**config.mk**
```make
export PLATFORM = sky130hd
export DESIGN_NAME = tt_um_tdm_demux
export DESIGN_NICKNAME = d
export VERILOG_FILES = /design/src/rtl/tt_um_tdm_demux.sv
export SDC_FILE = /design/constraint.sdc
export NUM_CORES = 1
export LEC_CHECK = 0
export ABC_AREA = 0
export ABC_CLOCK_PERIOD_IN_PS = 1600
export CAP_MARGIN = 20
export CORE_ASPECT_RATIO = 0.7
export CORE_MARGIN = 5
export CORE_UTILIZATION = 39
export DETAILED_ROUTE_END_ITERATION = 10
export GPL_TIMING_DRIVEN = 0
export PLACE_DENSITY = 0.75
export SLEW_MARGIN = 20
export SYNTH_ARGS = -nofsm -noshare
export SYNTH_HDL_FRONTEND = slang
export SYNTH_SLANG_ARGS = --single-unit
```
**constraint.sdc**
```tcl
create_clock -name clk -period 1.6 [get_ports clk]
set_input_delay 0.16 -clock clk [delete_from_list [all_inputs] [get_ports clk]]
set_output_delay 0.16 -clock clk [all_outputs]
set_load 0.05 [all_outputs]
```
**src/rtl/tt_um_tdm_demux.sv**
```systemverilog
// Two-channel TDM demultiplexer: hunts for fsync, deserializes 8-slot frames,
// and updates both 4-bit channel words together when slot 7 arrives.
module tt_um_tdm_demux (
    input  logic       clk,
    input  logic       rst_n,
    input  logic       ena,
    input  logic [7:0] ui_in,
    input  logic [7:0] uio_in,
    output logic [7:0] uo_out,
    output logic [7:0] uio_out,
    output logic [7:0] uio_oe
);

    typedef enum logic {
        HUNT   = 1'b0,
        LOCKED = 1'b1
    } state_t;

    state_t      state_q, state_d;
    logic [2:0]  cnt_q, cnt_d;
    logic [6:0]  sr_q, sr_d;
    logic [7:0]  out_q, out_d;
    logic        done_q, done_d;
    logic        err_q, err_d;
    logic        err_set;

    logic sdata, fsync, strobe, clr_err, bit_ev;
    logic unused_inputs;

    assign sdata         = ui_in[0];
    assign fsync         = ui_in[1];
    assign strobe        = ui_in[2];
    assign clr_err       = ui_in[3];
    assign bit_ev        = ena & strobe;
    assign unused_inputs = ^{uio_in, ui_in[7:4]};

    always_comb begin
        state_d = state_q;
        cnt_d   = cnt_q;
        sr_d    = sr_q;
        out_d   = out_q;
        done_d  = 1'b0;
        err_set = 1'b0;
        if (bit_ev) begin
            case (state_q)
                HUNT: begin
                    if (fsync) begin
                        sr_d    = {6'b0, sdata};
                        cnt_d   = 3'd1;
                        state_d = LOCKED;
                    end
                end
                LOCKED: begin
                    if (fsync) begin
                        // fsync anywhere but slot 0 drops the partial frame and restarts
                        if (cnt_q != 3'd0) err_set = 1'b1;
                        sr_d  = {6'b0, sdata};
                        cnt_d = 3'd1;
                    end else if (cnt_q == 3'd0) begin
                        err_set = 1'b1;
                        state_d = HUNT;
                    end else if (cnt_q == 3'd7) begin
                        // sr_q[6:3] holds slots 0-3 (A), {sr_q[2:0], sdata} slots 4-7 (B)
                        out_d  = {sr_q[2:0], sdata, sr_q[6:3]};
                        done_d = 1'b1;
                        cnt_d  = 3'd0;
                    end else begin
                        sr_d  = {sr_q[5:0], sdata};
                        cnt_d = cnt_q + 3'd1;
                    end
                end
                default: state_d = HUNT;
            endcase
        end
        if (err_set)      err_d = 1'b1;
        else if (clr_err) err_d = 1'b0;
        else              err_d = err_q;
    end

    always_ff @(posedge clk or negedge rst_n) begin
        if (!rst_n) begin
            state_q <= HUNT;
            cnt_q   <= '0;
            sr_q    <= '0;
            out_q   <= '0;
            done_q  <= 1'b0;
            err_q   <= 1'b0;
        end else begin
            state_q <= state_d;
            cnt_q   <= cnt_d;
            sr_q    <= sr_d;
            out_q   <= out_d;
            done_q  <= done_d;
            err_q   <= err_d;
        end
    end

    assign uo_out  = out_q;
    assign uio_out = {4'b0, (state_q == LOCKED) & cnt_q[2], err_q,
                      state_q == LOCKED, done_q};
    assign uio_oe  = 8'h0F;

endmodule

```
==> metrics.txt, run 1 <==
outcome complete, no violations; crit-path max cell delay 0.41 ns; final hold vios 0; Compound-Gate Fraction of Synth Area 13.7%; Mean Syn Cell Area 10.4 um2; CP Cell Sequence ha_2 > ha_4 > nand3b_1 > buf_4 > a22oi_1 > o21ai_1; Worst Setup End Kind flop; largest net degree at the start of global routing 22; Post-Synth XOR/XNOR Area 0%; gr usage total about an eighth; Post-DP HPWL roughly 1600 um; Worst Skew 0.00392 ns; Routed WL per cell around 13 um; most used flip-flop cell after synthesis dfrtp_1; Slowest cell on crit path dfrtp_1; CTS tree done; Ys Warns 0; cell family with most CP delay flip-flops; share of cells above drive strength 1 around 30%; die height 55.6 um; crit path kind flop to flop; Root Driver clkbuf_8; grt ovf 0; vias per cell slightly below 5; wire length of the first global-routing pass roughly 4200 um; final WL 2450 um; max-slew violation total from the final report 0; Reg-to-Reg Start cnt_q[1]; WP data arrival 1.72 ns; Post-layout nets roughly 180; Ports 43; first-pass detailed-route iteration total 4; Critical Path Start Type flop; # diodes 0; Seq/Total Area, Yosys roughly 45%; Post-Synth Adder-Cell Area 6.48%; Seq cells post-synth 21; Pwr per Cell Area 1360 mW/mm2; final instance area 0.00158 mm2; core area around 0.0028 mm2; Worst-Margin Slew a little over 0.9 ns; P&R area growth vs syn 36.3%; fraction of registers with async set/reset 100%; CTS Sinks 21; maximum fanout along the worst path 6; CTS clk-pin slew, worst paths approximately 0.07 ns; Buf/Inv on CP 1; relative slew slack 38.5%; Clock Tree Buf Depth 2; vias in the first global route 938; r2r endpoint sr_q[5]; post-synth top area cell dfrtp_1; synthesized instance count 111; Hold Path Class input pin to asynchronous set/reset pin; Buffers on Ports 18; Crit. path cell count 6; Initial Util between 40% and 50%; Clock Latency Late Sink about 0.26 ns; Die ar. around 0.0042 mm2; RSZ-0062 raised after global routing yes; Max IR drop VDD between 0.7 and 0.8 mV; Reg2Reg Depth 6; mux contribution to synthesized area under 10%; number of synthesized flops with an enable pin 0; max-cap violations 0; Synth top area share 45.4%; Antenna Violating Nets Remaining 0; Final setup viols 0; Static Leak approximately 0.9 nW; Max Clk Rate between 600 and 700 MHz; hold slack 0.413 ns; overall power between 0.002 and 0.0025 W; num rows 16; die width 75.1 um; Post-Syn Area 0.00116 mm2; CP required 1.73 ns; worst reg-to-reg setup slack 0.005 ns; initial antenna violation count 0; DP Area ~0.0014 mm2; RePlAce Congestion 0.867; simple-gate share of the synthesized area 13.6%; Via Count 895; synth unique cells 26; dominant cells by area after synthesis dfrtp_1, buf_4, mux2_2; minimum clock period 1.59 ns; H-tree depth 1; TritonCTS buffer count 3; Finished Core Util 55.9%; most frequent cells after synthesis dfrtp_1, buf_4, nand2_1, mux2_2; main combinational cell family by area after synthesis compound AO/OA/AOI/OAI gates; DRC 0; Fill cells 244; count leader, synth dfrtp_1; Tcrit/Tclk final 99.7%; DRT iter0 DRCs 40
final cells by class:
type                            instances  area, um2  share of cell area, %
Tap cell                               36       45.0                   2.85
Inverter                                7       28.8                   1.82
Buffer                                 18        129                   8.16
Timing Repair Buffer                   24        240                   15.2
Multi-Input combinational cell         75        566                   35.8
Clock buffer                            4       45.0                   2.85
Sequential cell                        21        526                   33.3
layer usage:
metal,GRT usage (%),share of wire [%],wire length [um]
met1,16.4,44,1090
met2,20.0,48,1190
met3,4.87,5.3,131
met4,4.74,1.7,42
met5,0,0,0
layout by cell type, fill, tap and decap left out, types with 3 or more instances in the layout:
cell type,Yosys,layout
clkdlybuf4s50_1,0,6
a21oi_1,3,3
inv_1,6,6
nor2_1,3,3
mux2_2,7,6
o21ai_1,6,7
nand3_1,3,3
conb_1,2,12
ha_4,0,3
nand2_1,10,10
buf_4,15,20
o21ai_0,6,5
dlymetal6s2s_1,0,8
dfrtp_1,21,21
clkbuf_8,0,3
dlygate4sd2_1,0,3
a22oi_1,6,6
worst max path at each step:
stage	startpoint	end	slack, ns
after detailed placement	state_q	uio_out[3]	-0.16
final	cnt_q[1]	sr_q[5]	0.005
after global placement	state_q	uio_out[3]	-0.14
after CTS	cnt_q[1]	uo_out[0]	0.002
after floorplan	cnt_q[0]	sr_q[0]	0.02
after global routing	cnt_q[0]	uo_out[4]	-0.07
flip-flops by register name (all words and copies together), names as in the netlist:
signal and cells:
done_q 1, err_q 1, sr_q 7, state_q 1, uo_out 8, cnt_q 3
kinds of logic (layout without fill, tap and decap cells):
kind of cell / after synthesis / count (layout)
compound gates: 26 / 26
buf+inv: 25 / 53
simple gates: 24 / 24
flops: 21 / 21
mux: 7 / 7
fa+ha+maj: 6 / 6
other cells: 2 / 12
power breakdown:
part | internal [W] | switching, W | total (W) | leakage [nW]
Sequential | 0.000652 | 0.000134 | 0.000785 | 0.281
Combinational | 0.000439 | 0.000584 | 0.00102 | 0.594
Clock | 0.000177 | 0.000158 | 0.000336 | 0.0228
Total | 0.00127 | 0.000876 | 0.00214 | 0.897
worst register-to-register path, cell delays in order, from the launching register on:
cell	delay [ns]
dfrtp_1	0.41
ha_2	0.22
ha_4	0.18
nand3b_1	0.20
buf_4	0.19
a22oi_1	0.19
o21ai_1	0.08
stage by stage:
step	instances	worst slack, ns	TNS, ns
floorplan	121	0.0214	0
global placement	175	-0.139	-1.27
detailed placement	175	-0.156	-1.58
CTS	184	0.00223	0
global route	185	-0.0712	-0.809
finish	185	0.00512	0
repair_timing:
| action | in CTS | in global routing |
|---|---|---|
| setup buffers | 5 | 1 |
| gates resized for setup | 13 | 15 |
| hold buffers | 0 | 0 |
| endpoints found under the setup margin | 18 | 24 |
| pin swaps | 4 | 3 |
(Power assumes the default switching activity.)
==> run 2: changes to the inputs <==
ABC_CLOCK_PERIOD_IN_PS = 1970   (was 1600)
CORE_MARGIN = 2   (was 5)
CORE_UTILIZATION = 47   (was 39)
PLACE_DENSITY = 0.84   (was 0.75)
clock period = 1.97 ns   (was 1.6 ns; I/O delays follow)
==> run 2 against run 1 <==
Net effect: cell area shrank 8.4%; sequential cell count is the same; hold slack lost 0.033 ns; highest routed layer unchanged.
==> metrics.txt, run 2 (same netlist as run 1, synthesis figures left out) <==
outcome complete, no violations; TritonCTS buffer count 3 (unchanged); Sw Ratio 42.7% (+1.8 points); die height 45.5 um (-18%); minimum clock period 1.89 ns; DRC 0 (unchanged); number of flip-flops in the largest register 8 (unchanged); Root Driver clkbuf_4; CP Cell Sequence buf_4 > clkdlybuf4s50_1; first-pass detailed-route iteration total 4 (unchanged); H-tree depth 1 (unchanged); grt ovf 0 (unchanged); Ports 43 (unchanged); worst reg-to-reg setup slack 0.23 ns (+0.22 ns); Critical Path Start Type flop; Tcrit/Tclk final 96.0%; r2r endpoint sr_q[0]; max-cap violations 0 (unchanged); max-slew violation total from the final report 0 (unchanged); Initial Util 48.2% (+7.2 points); maximum fanout along the worst path 4 (-2); gr usage total 16.4% (+3.5 points); Antenna Violating Nets Remaining 0 (unchanged); share of cells above drive strength 1 23.8% (-6.4 points); Via Count 862 (-3.7%); CTS tree done; Setup TNS 0 ns (unchanged); commonest non-fill, non-tap cells in the layout dfrtp_1, clkdlybuf4s50_1, buf_4, conb_1, nand2_1; vias in the first global route 829 (-12%); Final WS setup 0.0780 ns (+0.0729 ns); CP required 1.77 ns (+0.04 ns); num rows 15 (-1); final WL 2030 um (-17%); CTS clk-pin slew, worst paths 0.12 ns (+0.05 ns); wire length of the first global-routing pass 3590 um (-14%); P&R area growth vs syn 24.8%; setup slack at placement 0.159 ns (+0.315 ns); crit-path max cell delay 0.79 ns (+0.38 ns); Post-layout nets 169 (-3.4%); Reg-to-Reg Start cnt_q[0]; DP Area 0.00142 mm2 (-0.18%); clock share of power 13.8% (-1.9 points); Hold Path Class input pin to asynchronous set/reset pin; Slowest cell on crit path clkdlybuf4s50_1; cell-internal power 0.000876 W (-31%); Worst Skew 0.00876 ns (+0.00483 ns); NetSw 0.000653 W (-25%); vias per cell 4.87 (+0.67%); initial antenna violation count 0 (unchanged); overall power 0.00153 W (-29%); Worst Setup End Kind primary output; Final setup viols 0 (unchanged); Max IR drop VDD 0.635 mV (-20%); Pwr per Cell Area 1060 mW/mm2 (-22%); Clock Latency Late Sink 0.32 ns (+0.06 ns); CTS Sinks 21 (unchanged); final instance area 0.00145 mm2 (-8.4%); hold slack 0.380 ns (-0.0325 ns); Post-DP HPWL 1530 um (-5.4%); RSZ-0062 raised after global routing no; Comb pwr share 45.1% (-2.6 points); # diodes 0 (unchanged); sequential share of power 41.1% (+4.5 points); Static Leak 0.699 nW (-22%); WP data arrival 1.69 ns (-0.03 ns); crit path kind flop to primary output; DRT iter0 DRCs 31 (-23%); Max Clk Rate between 500 and 600 MHz; core area 0.00240 mm2 (-15%); largest net degree at the start of global routing 22 (unchanged); Reg2Reg Depth 5 (-1); Buffers on Ports 18 (unchanged); die width 63.3 um (-16%); Clock Tree Buf Depth 2 (unchanged); Routed WL per cell 11.5 um (-14%); final hold vios 0 (unchanged); Die ar. 0.00288 mm2 (-31%); Worst-Margin Slew 0.918 ns (-0.00141 ns); relative slew slack 38.6% (+0.094 points); most common cell after layout, fill and taps aside dfrtp_1; RePlAce Congestion 0.763 (-12%)
-- run 2: changes by cell type in the layout (fill, tap and decap cells not counted), sizes merged --
cell / before / now
clkdlybuf4s50: 6 / 17
dlymetal6s2s: 8 / 0
buf: 23 / 17
dlygate4sd2: 3 / 0
clkbuf: 6 / 4
clkdlybuf4s15: 0 / 1
clkinv: 0 / 1
-- run 2: power by group through the flow --
stage / Combinational, W / Sequential (W) / Clock (W)
2_1_floorplan: 0.000539 / 0.000622 / 0
5_1_grt: 0.000763 / 0.000648 / 0.000245
3_5_place_dp: 0.000696 / 0.000635 / 0
3_3_place_gp: 0.000664 / 0.000627 / 0
4_1_cts: 0.000692 / 0.000627 / 0.000226
6_report: 0.000689 / 0.000629 / 0.000211
-- run 2: worst max-delay path by stage --
stage | startpoint | cells past startpoint | slack [ns] | endpoint
2_1_floorplan | cnt_q[0] | 5 | 0.39 | sr_q[0]
3_3_place_gp | state_q | 3 | 0.19 | uio_out[3]
3_5_place_dp | state_q | 3 | 0.16 | uio_out[3]
4_1_cts | state_q | 2 | 0.06 | uio_out[1]
5_1_grt | state_q | 2 | 0.008 | uio_out[1]
6_report | state_q | 2 | 0.08 | uio_out[1]
-- run 2: cell type report --
type,instances,area (um2)
plain buffers,18,126
multi-input cells,75,515
repair buffers,18,180
flip-flops and latches,21,526
inverters,7,28.8
fillers,211,956
clock buffers,3,22.5
well taps,34,42.5
clock inverters,1,5.00
-- run 2: worst max-delay path, delay by kind of cell, from the launching register on --
family   cells  cell delay [ns]
flops        1             0.46
buf+inv      2             0.93
-- run 2: through the flow --
stage / instances / utilization [%]
2_1_floorplan: 121 / -
3_3_place_gp: 173 / 59.1
3_5_place_dp: 173 / 59.1
4_1_cts: 177 / 60.2
5_1_grt: 177 / 60.2
6_report: 177 / 60.2
-- run 2: layer usage --
layer	track usage [%]	wire (um)
met4	7.39	37
met1	19.9	860
met2	28.6	1000
met3	4.21	125
met5	0	0
-- run 2: timing repair --
item	in CTS	in global routing
endpoints found under the setup margin	1	1
gates resized for setup	1	1
setup buffers	0	0
hold buffers	0	0
endpoints found under the hold margin	0	0
